==> src/rtl/commit_retire_pkg.sv <==
// Shared by the in-order FIFO, dispatch and commit: entry field layout and the commit FSM encoding.
package commit_retire_pkg;

  // Flag bits in the low end of a FIFO entry; rd_phy starts at RDPHY_LSB and pc sits above it.
  localparam int unsigned EXC_BIT   = 0;
  localparam int unsigned ST_BIT    = 1;
  localparam int unsigned BR_BIT    = 2;
  localparam int unsigned RDEN_BIT  = 3;
  localparam int unsigned RDPHY_LSB = 4;
  localparam int unsigned FLAG_W    = 4;

  typedef enum logic {
    RUN   = 1'b0,
    FLUSH = 1'b1
  } cr_state_e;

endpackage

==> src/rtl/commit_retire.sv <==
// In-order commit stage: pops the instruction FIFO head once its result is written back,
// releases rd, authorises stores, consumes branch results and raises aborts/traps.
module commit_retire
  import commit_retire_pkg::*;
#(
  parameter int unsigned PCW = 64,
  parameter int unsigned RNW = 6,
  parameter int unsigned IW  = PCW + RNW + FLAG_W
) (
  input  logic                CLK,
  input  logic                RSTn,
  input  logic                iOrder_vaild,
  output logic                commit_ready,
  input  logic [IW-1:0]       iOrder_info_pop,
  input  logic [2**RNW-1:0]   wb_op,
  input  logic                bru_res_vaild,
  output logic                bru_res_ready,
  input  logic                bru_mispredict,
  output logic                su_commit_vaild,
  input  logic                su_commit_ready,
  output logic                commit_rd_vaild,
  output logic [RNW-1:0]      commit_rd_phy,
  output logic                commit_abort,
  output logic                trap_vaild,
  output logic [PCW-1:0]      trap_epc,
  output logic [63:0]         retire_cnt
);

  cr_state_e state_q, state_d;

  logic [PCW-1:0] pc;
  logic [RNW-1:0] rd_phy;
  logic           rd_en, is_branch, is_store, is_except;
  logic           run, rd_ok, retirable, pop, retire, flush_req;

  assign pc        = iOrder_info_pop[IW-1:RNW+RDPHY_LSB];
  assign rd_phy    = iOrder_info_pop[RNW+RDPHY_LSB-1:RDPHY_LSB];
  assign rd_en     = iOrder_info_pop[RDEN_BIT];
  assign is_branch = iOrder_info_pop[BR_BIT];
  assign is_store  = iOrder_info_pop[ST_BIT];
  assign is_except = iOrder_info_pop[EXC_BIT];

  // RSTn gating keeps every handshake output low while reset is held.
  assign run   = RSTn && (state_q == RUN);
  assign rd_ok = !rd_en || wb_op[rd_phy];

  always_comb begin
    retirable = 1'b0;
    if (iOrder_vaild) begin
      if (is_except)
        retirable = 1'b1;
      else
        retirable = rd_ok && (!is_branch || bru_res_vaild) && (!is_store || su_commit_ready);
    end
  end

  assign commit_ready    = run && retirable;
  assign pop             = iOrder_vaild && commit_ready;
  assign retire          = pop && !is_except;
  assign bru_res_ready   = retire && is_branch;
  assign su_commit_vaild = run && iOrder_vaild && is_store && !is_except && rd_ok;
  assign flush_req       = pop && (is_except || (is_branch && bru_mispredict));

  always_comb begin
    state_d = state_q;
    case (state_q)
      RUN:     if (flush_req) state_d = FLUSH;
      FLUSH:   state_d = RUN;
      default: state_d = RUN;
    endcase
  end

  always_ff @(posedge CLK or negedge RSTn) begin
    if (!RSTn) state_q <= RUN;
    else       state_q <= state_d;
  end

  // The FLUSH state itself is the registered abort pulse.
  assign commit_abort = (state_q == FLUSH);

  always_ff @(posedge CLK or negedge RSTn) begin
    if (!RSTn) begin
      commit_rd_vaild <= 1'b0;
      commit_rd_phy   <= '0;
    end else begin
      commit_rd_vaild <= retire && rd_en;
      if (retire && rd_en) commit_rd_phy <= rd_phy;
    end
  end

  always_ff @(posedge CLK or negedge RSTn) begin
    if (!RSTn) begin
      trap_vaild <= 1'b0;
      trap_epc   <= '0;
    end else begin
      trap_vaild <= pop && is_except;
      if (pop && is_except) trap_epc <= pc;
    end
  end

  always_ff @(posedge CLK or negedge RSTn) begin
    if (!RSTn)       retire_cnt <= '0;
    else if (retire) retire_cnt <= retire_cnt + 64'd1;
  end

endmodule
==> config.mk <==
export PLATFORM = sky130hd
export DESIGN_NAME = commit_retire
export DESIGN_NICKNAME = d
export VERILOG_FILES = /design/src/rtl/commit_retire_pkg.sv /design/src/rtl/commit_retire.sv
export SDC_FILE = /design/constraint.sdc
export NUM_CORES = 1
export LEC_CHECK = 0
export CAP_MARGIN = 10
export CELL_PAD_IN_SITES_DETAIL_PLACEMENT = 1
export CELL_PAD_IN_SITES_GLOBAL_PLACEMENT = 1
export CORE_MARGIN = 4
export CORE_UTILIZATION = 29
export CTS_CLUSTER_SIZE = 20
export DETAILED_ROUTE_END_ITERATION = 8
export GPL_TIMING_DRIVEN = 0
export PLACE_DENSITY = 0.83
export SYNTH_ARGS = -nofsm -noshare
export SYNTH_HDL_FRONTEND = slang
export SYNTH_SLANG_ARGS = --single-unit
==> constraint.sdc <==
create_clock -name CLK -period 2.96 [get_ports CLK]
set_clock_uncertainty 0.15 [all_clocks]
set_input_delay 0.592 -clock CLK [delete_from_list [all_inputs] [get_ports CLK]]
set_output_delay 0.592 -clock CLK [all_outputs]
set_load 0.02 [all_outputs]
==> summary.txt <==
Synthesis
  – Synth Area in Compound Gates: 0.0142
  – Synth Cell Area: 6340 um^2
  – Area contributors post-synth: dfrtp_1 54%, mux2_2 13%, xnor2_1 6.6%
  – XOR/XNOR Fraction of Synth Area: 0.0871
  – Syn nets: 634
  – Simple-Gate Fraction of Synth Area: 0.138
  – Synth area leader: dfrtp_1
  – Post-Syn Instances: 489
  – Post-Synth Adder-Cell Area: 0.00197
  – Avg Synthesized Cell Area: 13.0 um^2
  – Main combinational cell family by area after synthesis: multiplexers
  – Post-synthesis mux area share: 0.195
  – Share of the synthesized area in the top cell type: 0.541
  – Synth Warn #: 0
  – Distinct cells, synth: 37
  – Yosys reg bits: 137
  – Register area share after synthesis: 0.541

Clock network
  – H-tree Lvls: 4
  – Clock sink count: 137
  – Root Driver: clkbuf_16
  – Worst-Skew Late Latency: 0.41 ns
  – Num CTS Buffers: 17
  – CTS tree: done
  – CTS max path bufs: 2
  – Clock Pin Slew Worst Setup and Hold Paths: 0.06 ns

Critical path
  – Crit path required time: 2.22 ns
  – Reg2reg start: retire_cnt[4]
  – Crit. End Element: primary output
  – CP startpoint: iOrder_info_pop[4]
  – Setup CP Type: input pin to primary output
  – Crit path max fanout: 8
  – WP data arrival: 2.31 ns
  – Startpoint class of the critical path: input pin

Drt
  – Wirelength, routed: 22.2 mm
  – Vias per inst: 4.87
  – Post-route ant nets: 0
  – Vias: 5334
  – Number of remaining DRC errors: 0
  – Pre-antenna DRT Iters: 4
  – DR iter-0 viols: 157
  – WL/cell: 20.2 um

STA
  – Final hold viol count: 0
  – WHS: 0.0159 ns
  – Setup-failing EPs final: 2
  – Tcrit/Tclk final: 1.03
  – Final WS setup: -0.0913 ns
  – Worst-Margin Slew: 1.07 ns
  – Clock period minus worst slack: 3.05 ns
  – Setup TNS: -0.178 ns
  – RSZ-0062 raised after global routing: yes
  – Slew Limit Headroom: 0.284
  – FMAX: 0.328 GHz
  – Slew Limit Fails: 0

Layout
  – Final Core Density: 0.494
  – Layout filler cell count: 2244
  – Area delta synth->final: 66.0%
  – Share of layout cells above drive strength 1: 0.219
  – Antenna Cells: 0
  – Final net count: 953
  – Post-route cell area: 10500 um^2
  – Count of non-filler cells in the finished layout: 1096

Power
  – Sw frac: 0.289
  – Power Density: 578 nW/um^2
  – Pleak: 4.46 nW
  – Peak VDD IR: 337 uV
  – Clk network pwr share: 0.373
  – Internal Power: 4.32 mW
  – Logic pwr share: 0.254
  – Total power: 6.08 mW
  – Share of power burned in registers: 0.372
  – NetSw: 1.76 mW

Die
  – Site Rows: 53
  – # IOs: 284
  – Core Area: 21300 um^2
  – Chip width: 156 um
  – Die area: 24300 um^2
  – Initial core utilization: 0.298
  – Die H: 156 um

Status
  – Failing checks: negative setup slack
  – Status: complete, but fails checks

Flow run
  – Max-Cap Viols: 0

Placement
  – Dpl hpwl: 16.6 mm
  – Port Buf Inserts: 280
  – Inst Count DP: 1046
  – Placer Congestion: 0.780
  – DP Area: 9580 um^2
  – Minimum setup slack after placement: -1.49 ns

Global route
  – First-pass GRT wire length: 33.8 mm
  – Global route overflow: 0
  – Largest net degree at the start of global routing: 53
  – Initial antenna violation count: 1
  – All-Layer GR Usage: 0.180
  – Vias in the first global route: 5824

Worst hold path
  – Worst min path class: input pin to async pin
[cell usage after synthesis]
master and number:
a21boi_0 1, nand4_1 30, or2_2 1, nor3_1 10, mux2i_1 12, o2111ai_1 1
a211oi_4 1, nand3b_1 3, xor2_1 15, mux2_2 71, a21oi_1 2, mux4_2 14
nand3_1 30, and3_1 11, nor3_4 1, nor4_1 10, o22ai_1 1, nand2_1 17
buf_6 3, dfrtp_1 137, nand4b_1 1, clkbuf_1 11, inv_1 7, nor2_1 13
and4_1 10, buf_4 2, a21o_1 1, xnor2_1 48, buf_2 6, or3b_1 1
a31oi_1 1, o211ai_2 1, o221a_2 1, ha_1 1, or4_1 4, or3_1 4
and2_1 6
[state kept, by name (all words and copies together) (netlist names)]
| signal | cells |
|---|---|
| retire_cnt | 64 |
| commit_abort | 1 |
| trap_epc | 64 |
| commit_rd_vaild | 1 |
| commit_rd_phy | 6 |
| trap_vaild | 1 |
[worst paths after layout]
kind	to	slack [ns]	depth (start not counted)
min in group CLK	retire_cnt[63]	0.33	1
min reg2reg	retire_cnt[63]	0.33	1
max reg2reg	retire_cnt[35]	0.10	8
max	bru_res_ready	-0.09	11
max in group asynchronous	trap_epc[46]	1.09	3
min	retire_cnt[24]	0.02	2
[kinds of logic (layout without fill, tap and decap cells)]
family | Yosys count | after routing
buf+inv | 29 | 361
mux | 97 | 97
compound gates | 10 | 10
flops | 137 | 137
fa+ha+maj | 1 | 1
simple gates | 152 | 152
xor+xnor | 63 | 63
[area by class of cell]
type                    instances  area, um^2  area share
plain buffers                  19         151      0.0144
flip-flops and latches        137        3430       0.326
well taps                     275         344      0.0327
clock inverters                14         185      0.0176
clock buffers                  18         439      0.0417
inverters                       7        26.3     0.00250
multi-input cells             323        2920       0.277
repair buffers                303        3040       0.288
[routing by layer]
| metal | vias up | GRT usage | share of wire |
|---|---|---|---|
| met5 | - | 0 | 0 |
| met4 | 0 | 0.0484 | 0.015 |
| met3 | 23 | 0.0341 | 0.055 |
| met2 | 185 | 0.314 | 0.52 |
| met1 | 2695 | 0.229 | 0.41 |
| li1 | 2431 | - | - |
[power by group through the flow]
stage                     logic, mW  clock network (mW)  registers [mW]
after global routing           1.64                2.41            2.30
after CTS                      1.56                2.33            2.26
after detailed placement       1.52                   0            2.30
after floorplan               0.365                   0            2.58
final                          1.55                2.27            2.26
after global placement         1.49                   0            2.28
[placed cells by master, fill, tap and decap left out, types with 9 or more instances in the layout]
cell and n:
nor4_1 9, dlygate4sd2_1 60, mux4_2 14, dfrtp_1 137
and4_1 10, nor2_1 9, nand2_1 16, and3_1 11
mux2_2 71, clkbuf_16 17, xnor2_1 48, mux2i_1 10
buf_4 17, xor2_1 15, clkdlybuf4s50_1 214, nand4_1 30
nand3_1 28
[timing repair]
| action | in CTS | in global routing |
|---|---|---|
| cloned | 2 | 0 |
| buffers inserted | 13 | 4 |
| resized for setup | 108 | 12 |
| pin swaps | 17 | 13 |
| setup endpoints to repair | 71 | 40 |
| hold endpoints to repair | 52 | 0 |
| hold buffers | 2 | 0 |
[critical path, stage by stage]
cell and delay (ns):
buf_12 0.11, buf_12 0.13, or3b_4 0.37, o221a_4 0.31
o2111ai_4 0.08, o211ai_4 0.13, a21oi_2 0.19, buf_4 0.15
nand2_4 0.06, nor2_4 0.08, buf_6 0.12
Power figures use the tool's default switching activity.
